`config.mk`:
```
export PLATFORM = sky130hd
export DESIGN_NAME = ahb_arbiter
export DESIGN_NICKNAME = d
export VERILOG_FILES = /design/src/rtl/ahb_pkg.sv /design/src/rtl/ahb_rr_picker.sv /design/src/rtl/ahb_arbiter.sv
export SDC_FILE = /design/constraint.sdc
export NUM_CORES = 1
export LEC_CHECK = 0
export CAP_MARGIN = 40
export CORE_MARGIN = 2
export CORE_UTILIZATION = 54
export DETAILED_ROUTE_END_ITERATION = 7
export PLACE_DENSITY = 0.85
export SYNTH_ARGS = -nofsm -noshare
export SYNTH_HDL_FRONTEND = slang
export SYNTH_HIERARCHICAL = 1
export SYNTH_SLANG_ARGS = --single-unit
export TNS_END_PERCENT = 100
```
`constraint.sdc`:
```
create_clock -name HCLK -period 3.4 [get_ports HCLK]
set_input_delay 0.68 -clock HCLK [delete_from_list [all_inputs] [get_ports HCLK]]
set_output_delay 0.68 -clock HCLK [all_outputs]
set_load 0.05 [all_outputs]
```
`src/rtl/ahb_pkg.sv`:
```
// Shared AHB-Lite encodings and arbiter state type for the interconnect blocks.
package ahb_pkg;

    typedef enum logic [1:0] {
        HTRANS_IDLE   = 2'b00,
        HTRANS_BUSY   = 2'b01,
        HTRANS_NONSEQ = 2'b10,
        HTRANS_SEQ    = 2'b11
    } htrans_e;

    typedef enum logic [1:0] {
        ST_PARK    = 2'd0,
        ST_GRANTED = 2'd1,
        ST_LOCKED  = 2'd2
    } arb_state_e;

    typedef enum logic {
        HRESP_OKAY  = 1'b0,
        HRESP_ERROR = 1'b1
    } hresp_e;

endpackage

```
`src/rtl/ahb_rr_picker.sv`:
```
// Round-robin picker: first requester found cyclically after the owner, owner itself last.
module ahb_rr_picker #(
    parameter int N = 3,
    parameter int B = 2
) (
    input  logic [N-1:0] req_i,
    input  logic [B-1:0] owner_i,
    output logic [B-1:0] next_o,
    output logic         valid_o
);

    function automatic logic [B-1:0] wrap_add(input logic [B-1:0] base, input int off);
        return B'((int'(base) + off) % N);
    endfunction

    // Scan from the farthest offset down so the nearest requester wins the last write.
    always_comb begin
        next_o = owner_i;
        for (int i = N; i >= 1; i--) begin
            if (req_i[wrap_add(owner_i, i)]) begin
                next_o = wrap_add(owner_i, i);
            end
        end
    end

    assign valid_o = |req_i;

endmodule

```
`src/rtl/ahb_arbiter.sv`:
```
// AHB-Lite round-robin arbiter with lock support, hold-beat cap and address/data owner tracking.
//   state      | meaning
//   ST_PARK    | no requester; grant parked on PARK_MANAGER
//   ST_GRANTED | owner holds grant; may rotate at a burst boundary
//   ST_LOCKED  | owner in a locked sequence; no rotation until HLOCK drops at a boundary
module ahb_arbiter
    import ahb_pkg::*;
#(
    parameter int NO_OF_MANAGERS    = 3,
    parameter int BITS_FOR_MANAGERS = 2,
    parameter int PARK_MANAGER      = 0,
    parameter int MAX_HOLD_BEATS    = 16
) (
    input  logic                         HCLK,
    input  logic                         HRESET,
    input  logic [NO_OF_MANAGERS-1:0]    HBUSREQ,
    input  logic [NO_OF_MANAGERS-1:0]    HLOCK,
    input  logic [1:0]                   HTRANS,
    input  logic                         HREADY,
    output logic [NO_OF_MANAGERS-1:0]    HGRANT,
    output logic [BITS_FOR_MANAGERS-1:0] HMASTER,
    output logic [BITS_FOR_MANAGERS-1:0] HMASTER_D,
    output logic                         HMASTLOCK
);

    localparam int CW = $clog2(MAX_HOLD_BEATS + 1);
    localparam logic [CW-1:0]                CNT_MAX  = CW'(MAX_HOLD_BEATS);
    localparam logic [BITS_FOR_MANAGERS-1:0] PARK_IDX = BITS_FOR_MANAGERS'(PARK_MANAGER);
    localparam logic [NO_OF_MANAGERS-1:0]    ONE      = NO_OF_MANAGERS'(1);

    arb_state_e                   state_q, state_d, eval_state;
    logic [BITS_FOR_MANAGERS-1:0] idx_q, idx_d, eval_idx, pick_idx;
    logic [NO_OF_MANAGERS-1:0]    hgrant_q;
    logic [BITS_FOR_MANAGERS-1:0] hmaster_q, hmaster_d_q;
    logic                         hmastlock_q;
    logic [CW-1:0]                cnt_q, cnt_d;
    logic                         pick_valid, boundary, cnt_sat, other_req;

    ahb_rr_picker #(
        .N(NO_OF_MANAGERS),
        .B(BITS_FOR_MANAGERS)
    ) u_picker (
        .req_i  (HBUSREQ),
        .owner_i(idx_q),
        .next_o (pick_idx),
        .valid_o(pick_valid)
    );

    assign boundary  = (HTRANS == HTRANS_IDLE) || (HTRANS == HTRANS_NONSEQ);
    assign cnt_sat   = (cnt_q == CNT_MAX);
    assign other_req = |(HBUSREQ & ~hgrant_q);

    // Rotation decision shared by GRANTED and by the LOCKED exit cycle.
    always_comb begin
        eval_state = ST_GRANTED;
        eval_idx   = idx_q;
        if (!pick_valid) begin
            eval_state = ST_PARK;
            eval_idx   = PARK_IDX;
        end else if (!HBUSREQ[idx_q] || (cnt_sat && other_req)) begin
            eval_idx = pick_idx;
        end
    end

    always_comb begin
        state_d = state_q;
        idx_d   = idx_q;
        unique case (state_q)
            ST_PARK: begin
                if (pick_valid) begin
                    state_d = ST_GRANTED;
                    if (boundary) idx_d = pick_idx;
                end
            end
            ST_GRANTED: begin
                if (boundary) begin
                    if (HLOCK[idx_q]) begin
                        state_d = ST_LOCKED;
                    end else begin
                        state_d = eval_state;
                        idx_d   = eval_idx;
                    end
                end
            end
            ST_LOCKED: begin
                if (boundary && !HLOCK[idx_q]) begin
                    state_d = eval_state;
                    idx_d   = eval_idx;
                end
            end
            default: begin
                state_d = ST_PARK;
                idx_d   = PARK_IDX;
            end
        endcase
    end

    always_comb begin
        if (idx_d != idx_q)           cnt_d = '0;
        else if (HTRANS[1] && !cnt_sat) cnt_d = cnt_q + CW'(1);
        else                          cnt_d = cnt_q;
    end

    always_ff @(posedge HCLK) begin
        if (HRESET) begin
            state_q     <= ST_PARK;
            idx_q       <= PARK_IDX;
            hgrant_q    <= ONE << PARK_IDX;
            hmaster_q   <= PARK_IDX;
            hmaster_d_q <= PARK_IDX;
            hmastlock_q <= 1'b0;
            cnt_q       <= '0;
        end else if (HREADY) begin
            state_q     <= state_d;
            idx_q       <= idx_d;
            hgrant_q    <= ONE << idx_d;
            hmaster_q   <= idx_q;
            hmaster_d_q <= hmaster_q;
            hmastlock_q <= HLOCK[idx_q];
            cnt_q       <= cnt_d;
        end
    end

    assign HGRANT    = hgrant_q;
    assign HMASTER   = hmaster_q;
    assign HMASTER_D = hmaster_d_q;
    assign HMASTLOCK = hmastlock_q;

endmodule
```
==> qor.yml, run 1 <==
setup_path:
  crit_required_ns: 3.61
  end_kind: "flop"
  critical-path-slowest-cell: "clkdlybuf4s50_1"
  arrival_ns: 3.25
  crit_end: "cnt_q[4]"
  r2r_cells: 10
  startpoint_type: "input port"
  cp_max_fo: 6
  r2r-start: "idx_q[1]"
  max_stage_delay_ns: 0.56
  crit_chain: "clkdlybuf4s50_1 > inv_1 > o21ai_0 > nand2_1 > a31oi_1 > mux2i_1 > o211ai_1 > o31ai_1 > o41a_1 > nor3_1"
  setup.worst_path.class: "input port to flop"
  worstReg2RegEnd: "cnt_q[4]"
  critPathLaunch: "HBUSREQ[1]"
  rrSetupSlack_ns: 0.37
yosys:
  ys_ff_latch: 17
  avgSynthCellArea_um2: 8.28
  netlist_top_cells_count: "dfxtp_1, nand2_1, inv_1"
  synth_area_leaders: "dfxtp_1, mux2i_1, ha_1"
  async_flop_share_pct: 0
  muxShareOfSynthArea_pct: 8.27
  synth_xor_area_share_pct: 3.11
  syn-cell-area_um2: 1410
  netlist_instances: 170
  synth_top_cell_by_area: "dfxtp_1"
  synthAdderAreaFrac_pct: 4.44
  ys_warn_count: 6
  synthFlopType: "dfxtp_1"
  synthDistinctLibCells: 62
  ys_seq_area_share_pct: 24.2
  synth_edf_count: 0
  synth_top_family_by_area: "compound AO/OA/AOI/OAI gates"
  synth.most_common_cell: "dfxtp_1"
  synth_compound_area_share_pct: 27.6
  yosysTopAreaCellShare_pct: 24.2
  yosys.area_share.simple_pct: 22.8
  synthesis.nets: 186
floorplan:
  design.portCount: 19
  die-area_um2: 3030
  fp.coreArea_um2: 2480
  start_util_pct: 56.8
  fp-row-count: 18
  fp.dieH_um: 55.1
  die_x_um: 55.1
timing:
  layout_min_cycle_time_ns: 3.05
  rsz0062_at_grt: "no"
  fmax_ghz: 0.328
  tightest_slew_ns: 0.554
  timing.final.ws_setup_ns: 0.354
  report.final.slew_viol_count: 0
  skew_ns: 0.00314
  fin_crit_sh_pct: 89.6
  slew_headroom_pct: 63.0
  hold_violations: 0
  finalSetupTns_ns: 0
  hold-worst-slack_ns: 0.501
  setup_viol: 0
clock_network:
  postCtsSetupBuffers: 0
  clock-sinks: 17
  cts_buffers: 3
  clock_path_buffers: 2
  cts.hold.buffers_added: 0
  cts-root-buf: "clkbuf_4"
  clkLatencyLatePin_ns: 0.29
  cts_resized: 0
  clkSlewWorstSetupHoldPaths_ns: 0.09
  cts_tree: "done"
  htree_num_levels: 1
pwr:
  p_total_mw: 0.530
  p_per_area_nw_per_um2: 332
  leakagePower_nw: 0.579
  vdd_ir_drop_max_uv: 270
cells_and_area:
  final_layout_size_suffix_gt1_share_pct: 10.2
  post-route-util_pct: 64.4
  stdcell_count: 217
  areaGrowthSynthToFinish_pct: 13.3
  fin_area_um2: 1600
  n_fill_cell: 209
  antenna_cells: 0
  final_nets: 204
global_routing:
  gr-total-overflow: 0
  first_global_vias: 1239
  antenna_found_initial: 0
  globalRouteTotalUtil_pct: 25.5
  grt_pass1_wl_mm: 5.51
  grt_max_degree: 18
run:
  cap_violations: 0
min_path:
  holdCritPathClass: "flop to flop"
  min_from: "HMASTLOCK"
route:
  dr.pass1.iters: 5
  drt_iter0_markers: 50
  wl_mm: 3.34
  vias_per_cell: 6.17
  routedWlPerCell_um: 15.4
  vias: 1338
  drcViolationCount: 0
  ant_nets: 0
placed_design:
  gp_congestion: 0.945
  dp_slack_ns: 0.0512
  dpl.hpwl_mm: 2.58
  post-place-cells: 213
  io_buffers: 18
  place_area_um2: 1570
outcome:
  status: "complete, no violations"
## worst min-delay path by stage
stage	end	slack, ns	cells after the start
final	HMASTLOCK	0.50	2
after detailed placement	HMASTLOCK	0.48	2
after floorplan	cnt_q[1]	0.51	2
after global placement	HMASTLOCK	0.47	2
after CTS	HMASTLOCK	0.49	2
after global routing	HMASTLOCK	0.53	2
## cell families (layout without fill, tap and decap cells)
logic type | Yosys count | in the layout
simple gates | 60 | 60
mux | 11 | 11
buf+inv | 21 | 38
flops | 17 | 17
compound gates | 51 | 51
xor+xnor | 5 | 5
fa+ha+maj | 5 | 5
## area by class of cell
class | count | area (µm²) | area share (%)
repair buffers | 23 | 218 | 13.6
inverters | 11 | 41.3 | 2.59
flip-flops and latches | 17 | 340 | 21.3
clock buffers | 4 | 26.3 | 1.65
well taps | 30 | 37.5 | 2.35
multi-input cells | 132 | 932 | 58.4
## critical path, delay by kind of cell
| kind | cells | cell delay, ns |
|---|---|---|
| AND/OR/NAND/NOR | 2 | 0.30 |
| multiplexers | 1 | 0.25 |
| AO/OA/AOI/OAI | 5 | 1.38 |
| buffers and inverters | 2 | 0.64 |
## layer usage
| metal | up-vias | wire (µm) | track usage [%] | share of wire (%) |
|---|---|---|---|---|
| met5 | - | 0 | 0 | 0 |
| met4 | 0 | 58 | 10.6 | 1.7 |
| met3 | 7 | 289 | 3.49 | 8.7 |
| met2 | 65 | 1560 | 41.9 | 47 |
| met1 | 604 | 1430 | 33.5 | 43 |
| li1 | 662 | - | - | - |
## layout by cell type, fill, tap and decap left out, drive strengths merged, types with 6 or more instances in the layout
cell type,count
mux2i,9
nor3,7
nand3,6
inv,11
nand2,14
o21ai,10
clkdlybuf4s50,18
nor2,9
dfxtp,17
## power breakdown
part	internal (mW)	leakage [nW]	switching [mW]
sequential	0.210	0.139	0.0131
combinational	0.0828	0.425	0.117
clock	0.0456	0.0150	0.0624
## sequential cells by signal, indices dropped and copies added (netlist names)
| signal | flops |
|---|---|
| HMASTER_D | 2 |
| state_q | 2 |
| idx_q | 2 |
| HGRANT | 3 |
| cnt_q | 5 |
| HMASTLOCK | 1 |
| HMASTER | 2 |
Note: power is estimated with default switching activity, not from simulation.
==> inputs of run 2 (changes only) <==
--- a/config.mk
+++ b/config.mk
@@ -7,9 +7,9 @@
 export LEC_CHECK = 0
 export CAP_MARGIN = 40
 export CORE_MARGIN = 2
-export CORE_UTILIZATION = 54
+export CORE_UTILIZATION = 49
 export DETAILED_ROUTE_END_ITERATION = 7
-export PLACE_DENSITY = 0.85
+export PLACE_DENSITY = 0.81
 export SYNTH_ARGS = -nofsm -noshare
 export SYNTH_HDL_FRONTEND = slang
 export SYNTH_HIERARCHICAL = 1
==> constraint.sdc (replaced) <==
create_clock -name HCLK -period 2.5 [get_ports HCLK]
set_input_delay 0.5 -clock HCLK [delete_from_list [all_inputs] [get_ports HCLK]]
set_output_delay 0.5 -clock HCLK [all_outputs]
set_load 0.05 [all_outputs]
==> run 2 against run 1 <==
Effect of this change: the run now ends with negative setup slack left; clock power grew 34%; cell area grew 18%; via count increased by 11%; combinational power rose by 86%; sequential share of layout area down 3.0 points; wire length grew 20%; clock skew up 0.00060 ns; worst hold slack better by 0.014 ns; die area increased by 9.4%; register-to-register slack worse by 0.54 ns; largest cell class unchanged; highest routed layer unchanged.
==> qor.yml, run 2 (synthesis results as in run 1) <==
timing:
  timing.final.ws_setup_ns: -0.166  # -0.520 ns
  skew_ns: 0.00374  # +0.000601 ns
  fmax_ghz: 0.375
  hold-worst-slack_ns: 0.515  # +0.0142 ns
  finalSetupTns_ns: -0.690  # -0.690 ns
  tightest_slew_ns: 0.606  # +0.0522 ns
  rsz0062_at_grt: "yes"
  hold_violations: 0  # unchanged
  fin_crit_sh_pct: 107
  setup_viol: 6  # +6
  layout_min_cycle_time_ns: 2.67
  slew_headroom_pct: 59.5  # -3.5 points
  report.final.slew_viol_count: 0  # unchanged
setup_path:
  path_buf_inv: 3  # +1
  setup.worst_path.class: "flop to flop"
  startpoint_type: "flop"
  crit_required_ns: 2.72  # -0.89 ns
  cp_max_fo: 4  # -2
  end_kind: "flop"
  crit_chain: "inv_2 > ha_4 > buf_4 > nand2_1 > o211ai_1 > a31oi_4 > buf_4 > a31oi_4 > o221ai_2 > and2_4 > o41a_1 > nor3_2"
  arrival_ns: 2.89  # -0.36 ns
  path_delay_family: "compound AO/OA/AOI/OAI gates"
  max_stage_delay_ns: 0.47  # -0.09 ns
  critical-path-slowest-cell: "o41a_1"
placed_design:
  gp_congestion: 0.978  # +3.6%
  io_buffers: 18  # unchanged
  post-place-cells: 231  # +8.5%
  place_area_um2: 1720  # +9.6%
  dpl.hpwl_mm: 2.74  # +6.1%
cells_and_area:
  final_cell_mix: "buf_4, dfxtp_1, clkdlybuf4s50_1, nand2_1, inv_1"
  antenna_cells: 0  # unchanged
  stdcell_count: 241  # +11%
  largest-register: "cnt_q"
  final_nets: 227  # +11%
  largest_reg_flops: 5  # unchanged
  final_layout_size_suffix_gt1_share_pct: 29.0  # +19 points
  layout_commonest_cell: "buf_4"
  fin_area_um2: 1880  # +18%
  areaGrowthSynthToFinish_pct: 33.8
route:
  drcViolationCount: 0  # unchanged
  dr.pass1.iters: 5  # unchanged
  vias_per_cell: 6.16  # about the same
  ant_nets: 0  # unchanged
  wl_mm: 4.01  # +20%
  routedWlPerCell_um: 16.6  # +8.2%
  vias: 1485  # +11%
  drt_iter0_markers: 90  # +80%
min_path:
  holdCritPathClass: "flop to flop"
floorplan:
  die-area_um2: 3320  # +9.4%
  start_util_pct: 51.5  # -5.3 points
  fp.coreArea_um2: 2730  # +10%
  design.portCount: 19  # unchanged
  fp-row-count: 19  # +1
  die_x_um: 57.6  # +4.6%
  fp.dieH_um: 57.6  # +4.6%
clock_network:
  cts_tree: "done"
  clkSlewWorstSetupHoldPaths_ns: 0.09  # about the same
  cts-root-buf: "clkbuf_4"
  clkLatencyLatePin_ns: 0.29  # about the same
  clock-sinks: 17  # unchanged
  cts_buffers: 3  # unchanged
  cts.hold.buffers_added: 0  # unchanged
  clock_path_buffers: 2  # unchanged
  htree_num_levels: 1  # unchanged
global_routing:
  gr-total-overflow: 0  # unchanged
  grt_pass1_wl_mm: 6.22  # +13%
  grt_max_degree: 17  # -1
  antenna_found_initial: 0  # unchanged
  first_global_vias: 1416  # +14%
  globalRouteTotalUtil_pct: 23.4  # -2.1 points
pwr:
  vdd_ir_drop_max_uv: 429  # +59%
  p_total_mw: 0.819  # +54%
  p_per_area_nw_per_um2: 435  # +31%
  leakagePower_nw: 0.715  # +23%
run:
  cap_violations: 0  # unchanged
outcome:
  status: "finished, violations left"
  violations: "negative setup slack"
[run 2: changes by cell type in the layout (fill, tap and decap cells not counted), sizes merged]
| cell | delta |
|---|---|
| buf | +23 |
| clkdlybuf4s50 | -3 |
| dlygate4sd2 | +3 |
[run 2: path summary, 6_finish.rpt]
kind	endpoint	slack, ns	cells after the start	startpoint
worst max-delay path	cnt_q[3]	-0.17	12	idx_q[0]
worst min-delay path	HMASTER_D[0]	0.52	2	HMASTER_D[0]
worst max register to register	cnt_q[3]	-0.17	12	idx_q[0]
worst min register to register	HMASTER_D[0]	0.52	2	HMASTER_D[0]
[run 2: metrics by stage]
step | setup WS, ns | utilization, %
2_1_floorplan | 0.000967 | -
4_1_cts | 0.00959 | 65.3
6_report | -0.166 | 68.9
3_3_place_gp | -0.318 | 62.9
3_5_place_dp | -0.453 | 62.9
5_1_grt | -0.225 | 68.9
[run 2: tightest hold or removal path: cells and delay by family (launching register included)]
family           cells  cell delay (ns)
DFF                  1             0.34
muxes                1             0.07
and+or+nand+nor      1             0.07
[run 2: where the power goes]
part / total (mW) / internal (mW) / switching (mW)
Clock: 0.145 / 0.0621 / 0.0828
Sequential: 0.303 / 0.285 / 0.0179
Combinational: 0.371 / 0.173 / 0.198
Total: 0.819 / 0.520 / 0.299
[run 2: layout make-up]
type                       instances  area (µm²)
multi-input combinational        132        1040
fill                             207         851
timing repair buffer              46         387
sequential                        17         345
inverter                          11        41.3
tap                               31        38.8
clock buffer                       4        26.3
[run 2: timing repair]
item | 4_1_cts | 5_1_grt
endpoints found under the hold margin | 0 | 0
pin swaps | 10 | 12
setup buffers | 2 | 4
setup endpoints to repair | 5 | 9
gates resized for setup | 9 | 14
[run 2: metal layers]
| layer | up-vias | track usage (%) | wire length (µm) |
|---|---|---|---|
| met1 | 693 | 29.8 | 1640 |
| met4 | 0 | 8.64 | 137 |
| li1 | 710 | - | - |
| met3 | 16 | 3.85 | 264 |
| met5 | - | 0 | 0 |
| met2 | 66 | 39.6 | 1970 |
